--- config.mk ---
export PLATFORM = sky130hd
export DESIGN_NAME = ram_arbiter
export DESIGN_NICKNAME = d
export VERILOG_FILES = /design/src/rtl/cpu_types_pkg.sv /design/src/rtl/ram_arbiter.sv
export SDC_FILE = /design/constraint.sdc
export NUM_CORES = 1
export LEC_CHECK = 0
export CORE_AREA = 2 2 103 105
export CTS_CLUSTER_SIZE = 25
export DETAILED_ROUTE_END_ITERATION = 10
export DIE_AREA = 0 0 105 107
export HOLD_SLACK_MARGIN = 0.03
export MAX_ROUTING_LAYER = met4
export PLACE_DENSITY_LB_ADDON = 0.12
export SYNTH_ARGS = -nofsm -noshare
export SYNTH_HDL_FRONTEND = slang
export SYNTH_SLANG_ARGS = --single-unit
--- constraint.sdc ---
create_clock -name CLK -period 1.7 [get_ports CLK]
set_input_delay 0.51 -clock CLK [delete_from_list [all_inputs] [get_ports CLK]]
set_output_delay 0.51 -clock CLK [all_outputs]
set_load 0.02 [all_outputs]
--- src/rtl/cpu_types_pkg.sv ---
// Types shared by the CPU memory-side blocks: RAM status encoding and data word.
package cpu_types_pkg;

  typedef logic [31:0] word_t;

  typedef enum logic [1:0] {
    FREE   = 2'd0,
    BUSY   = 2'd1,
    ACCESS = 2'd2,
    ERROR  = 2'd3
  } ramstate_t;

endpackage

--- src/rtl/ram_arbiter.sv ---
// Single-port RAM arbiter between icache (read-only) and dcache (read/write).
// Dcache has priority; a streak counter forces an icache grant once the dcache
// has completed MAX_D_STREAK accesses in a row while the icache was waiting.
// State is registered; RAM-side and cache-side outputs decode combinationally
// from state, so a grant tracks the owner's inputs within the same cycle.
module ram_arbiter
  import cpu_types_pkg::*;
#(
  parameter int unsigned MAX_D_STREAK = 4,
  parameter int unsigned STREAK_W     = 3
) (
  input  logic        CLK,
  input  logic        nRST,
  input  logic        iREN,
  input  logic [31:0] iaddr,
  output logic        iwait,
  output logic [31:0] iload,
  input  logic        dREN,
  input  logic        dWEN,
  input  logic [31:0] daddr,
  input  logic [31:0] dstore,
  output logic        dwait,
  output logic [31:0] dload,
  output logic        ramREN,
  output logic        ramWEN,
  output logic [31:0] ramaddr,
  output logic [31:0] ramstore,
  input  logic [31:0] ramload,
  input  logic [1:0]  ramstate,
  output logic        ramerr
);

  typedef enum logic [1:0] {
    IDLE  = 2'd0,
    GNT_D = 2'd1,
    GNT_I = 2'd2
  } arb_state_t;

  localparam logic [STREAK_W-1:0] STREAK_MAX = STREAK_W'(MAX_D_STREAK);

  arb_state_t          state;
  logic [STREAK_W-1:0] streak;
  ramstate_t           rs;
  logic                dreq;
  logic                i_starved;

  assign rs        = ramstate_t'(ramstate);
  assign dreq      = dREN | dWEN;
  assign i_starved = iREN && (streak == STREAK_MAX);

  // Grant sequencing and dcache streak bookkeeping.
  always_ff @(posedge CLK or negedge nRST) begin
    if (!nRST) begin
      state  <= IDLE;
      streak <= '0;
    end else begin
      case (state)
        IDLE: begin
          if (dreq && !i_starved) state <= GNT_D;
          else if (iREN)          state <= GNT_I;
        end
        GNT_D: begin
          // A dropped request aborts the grant before RAM status is considered.
          if (!dreq) begin
            state <= IDLE;
          end else begin
            case (rs)
              ACCESS: begin
                state <= IDLE;
                if (!iREN)                    streak <= '0;
                else if (streak != STREAK_MAX) streak <= streak + 1'b1;
              end
              ERROR:   state <= IDLE;
              default: ;
            endcase
          end
        end
        GNT_I: begin
          if (!iREN) begin
            state <= IDLE;
          end else begin
            case (rs)
              ACCESS: begin
                state  <= IDLE;
                streak <= '0;
              end
              ERROR:   state <= IDLE;
              default: ;
            endcase
          end
        end
        default: state <= IDLE;
      endcase
    end
  end

  // Route the granted requester to the RAM and decode wait/load/error.
  always_comb begin
    ramREN   = 1'b0;
    ramWEN   = 1'b0;
    ramaddr  = '0;
    ramstore = '0;
    iwait    = 1'b1;
    dwait    = 1'b1;
    iload    = '0;
    dload    = '0;
    ramerr   = 1'b0;
    case (state)
      GNT_D: begin
        ramaddr  = daddr;
        ramstore = dstore;
        ramWEN   = dWEN;
        ramREN   = dREN & ~dWEN;
        dload    = ramload;
        if (dreq) begin
          dwait  = (rs != ACCESS);
          ramerr = (rs == ERROR);
        end
      end
      GNT_I: begin
        ramaddr = iaddr;
        ramREN  = iREN;
        iload   = ramload;
        if (iREN) begin
          iwait  = (rs != ACCESS);
          ramerr = (rs == ERROR);
        end
      end
      default: ;
    endcase
  end

endmodule

==> flow_metrics.py <==
metrics = {
    "status": {
        "status": "finished with violations",
        "violations": "negative setup slack",
    },
    "worst_setup_path": {
        "arrival_ns": 1.59,
        "worst_ep_required_time_ns": 1.19,
        "crit_fanout": 6,
        "end_kind": "primary output",
        "worst-setup-path-type": "register to primary output",
        "start_kind": "register",
        "rrSetupSlack_ns": -0.16,
    },
    "route": {
        "drt-initial-drc-count": 67,
        "post_drt_wl_per_cell_um": 17.30,
        "vias_per_cell": 4.296,
        "drc_errors": 0,
        "drtPass1Iterations": 4,
        "ant_nets": 0,
        "drt_wl_total_um": 11640,
        "via_count": 2891,
    },
    "clock_network": {
        "cts_tree": "built",
        "path_clk_slew_ns": 0.03,
        "clock_path_buffers": 2,
        "cts-buffers-inserted": 3,
        "numClockSinks": 5,
        "cts_max_level": 1,
        "root_buffer": "clkbuf_8",
        "clk_latency_ns": 0.22,
        "postCtsHoldBufs": 0,
    },
    "placed_design": {
        "gp_congestion": 0.7972,
        "port_buffers": 267,
        "dpl.hpwl_um": 7757,
    },
    "synth": {
        "avgSynthCellArea_um2": 6.797,
        "synth_commonest_cells": "and2_1, nor2b_1, a22oi_1, clkbuf_1, ha_1",
        "synth_edf_count": 0,
        "synth_top_cells_by_area": "and2_1, a22oi_1, nor2b_1, dfrtp_1, ha_1",
        "post-synth-top-count-cell": "and2_1",
        "yosysUniqueCellTypes": 27,
        "synth_top_area_share": 0.3939,
        "synthesis.area_um2": 1556,
        "synth_largest_area_cell": "and2_1",
        "synthCells": 229,
        "yosysWarningCount": 0,
        "synth_flop_cell": "dfrtp_1",
        "synth-async-reset-ratio": 1.000,
        "ys_seq_elements": 5,
        "synth_seq_area_share": 0.08039,
        "syn_nets": 370,
    },
    "power": {
        "power_density_nw_per_um2": 1593,
        "power.total_mw": 9.566,
        "p_comb_frac": 0.954,
        "ir_drop_mv": 0.7047,
        "internal-power_mw": 5.684,
        "pwr-share-seq": 0.023,
        "p_clk_frac": 0.023,
        "switchingPower_mw": 3.881,
        "p_leak_nw": 2.627,
        "p_sw_frac": 0.4058,
    },
    "floorplan": {
        "fp.dieH_um": 107,
        "ioPinCount": 268,
        "die-area_um2": 11240,
        "coreArea_um2": 10090,
        "fp-row-count": 37,
        "initial_core_util": 0.1542,
        "die_w_um": 105,
    },
    "global_route": {
        "grt_start_max_net_pins": 30,
        "grt.total_usage": 0.1685,
        "grt_pass1_wl_um": 14720,
        "antenna_found_initial": 0,
        "overflow": 0,
        "grt_pass1_vias": 2773,
    },
    "final_layout": {
        "num_antenna_cells": 0,
        "drive_above_1_share": 0.6909,
        "nets": 679,
        "fillers": 921,
        "seq_area_um2": 125.1,
        "multi_input_area_um2": 1924,
        "area_growth_syn_to_layout_pct": 285.8,
    },
    "hold_path": {
        "hold_class": "input pin to asynchronous set/reset pin",
    },
    "timing": {
        "clock.fmax_mhz": 475.9,
        "finalClockSkew_ns": 0.0003847,
        "fin_ws_ns": -0.4013,
        "slew-limit-headroom": 0.8309,
        "fin_crit_sh": 1.236,
        "fin_crit_ns": 2.101,
        "hold_viol": 0,
        "drv_slew": 0,
        "setup_viol": 136,
        "worst_pin_slew_ns": 0.2525,
        "whs_ns": 0.5123,
        "rsz0062_at_grt": "true",
    },
    "run": {
        "maxCapViolCount": 0,
    },
}
layout make-up:
type,instances,area share
well taps,136,0.02834
clock buffers,4,0.007502
multi-input cells,198,0.3205
flip-flops and latches,5,0.02084
repair buffers,326,0.6203
inverters,4,0.002501
cells in the final DEF, fill, tap and decap left out, types with 3 or more instances in the layout:
master / synthesis / layout
nor2b_2: 0 / 27
buf_4: 0 / 23
buf_8: 0 / 4
dfrtp_1: 5 / 5
ha_1: 6 / 3
buf_16: 0 / 5
clkbuf_8: 0 / 3
and2_4: 0 / 95
buf_6: 0 / 141
nor2b_4: 0 / 5
ha_4: 0 / 3
nand3b_1: 3 / 3
buf_12: 0 / 9
a22oi_2: 0 / 32
clkbuf_16: 0 / 10
clkdlybuf4s50_1: 0 / 130
dlygate4sd2_1: 0 / 4
metal layers:
layer | vias up | wire [um] | global-route usage
met5 | - | 0 | -
met4 | 0 | 75 | 0.02667
met3 | 7 | 727 | 0.02675
met2 | 160 | 6386 | 0.3228
met1 | 1336 | 4451 | 0.1866
li1 | 1388 | - | -
power by group through the flow:
stage | clock network, mW | registers [mW] | logic (mW)
floorplan | 0 | 0.213 | 3.35
global placement | 0 | 0.213 | 6.07
detailed placement | 0 | 0.215 | 6.09
CTS | 0.224 | 0.218 | 6.88
global route | 0.229 | 0.228 | 9.61
finish | 0.217 | 0.220 | 9.13
sequential cells by signal, summed over array words and instances, names as in the netlist:
register / cells
streak: 3
state: 2
what timing repair did:
action,CTS,global route
gates resized for setup,668,287
gates cloned,4,14
setup endpoints to repair,138,138
pin swaps,5,12
setup buffers,8,14
kinds of logic (layout without fill, tap and decap cells):
| family | after synthesis | count (layout) | share of synthesized area |
|---|---|---|---|
| AO/OA/AOI/OAI | 45 | 45 | 0.2130 |
| buffers and inverters | 26 | 334 | 0.06671 |
| flip-flops | 5 | 5 | 0.08039 |
| multiplexers | 2 | 2 | 0.01286 |
| adder cells (fa/ha/maj) | 6 | 6 | 0.04823 |
| AND/OR/NAND/NOR | 145 | 145 | 0.5788 |
critical path, stage by stage (launching register included):
cell	delay (ns)
dfrtp_1	0.39
buf_6	0.13
ha_4	0.16
buf_6	0.13
clkbuf_16	0.16
a22oi_2	0.20
nor2b_4	0.06
buf_6	0.13
worst paths after layout:
kind | startpoint | endpoint | depth (start not counted)
setup / recovery | state[1] | ramaddr[19] | 7
setup reg to reg | state[1] | streak[1] | 9
hold / removal | nRST | streak[2] | 1
hold reg to reg | streak[2] | streak[2] | 1
min in group CLK | streak[2] | streak[2] | 1
max in group asynchronous | nRST | streak[0] | 1
metrics by stage:
stage	setup WS (ns)	instance area, um^2	setup TNS [ns]	util	cells
after CTS	-0.4637	5095	-38.46	0.5048	646
after detailed placement	-0.9452	4781	-78.29	0.4737	630
after global placement	-0.9261	4781	-77.04	0.4737	630
after floorplan	-0.08143	1859	-2.826	-	229
after global routing	-0.4512	6005	-47.82	0.5950	673
final	-0.4013	6005	-40.99	0.5950	673
(Power assumes the default switching activity.)
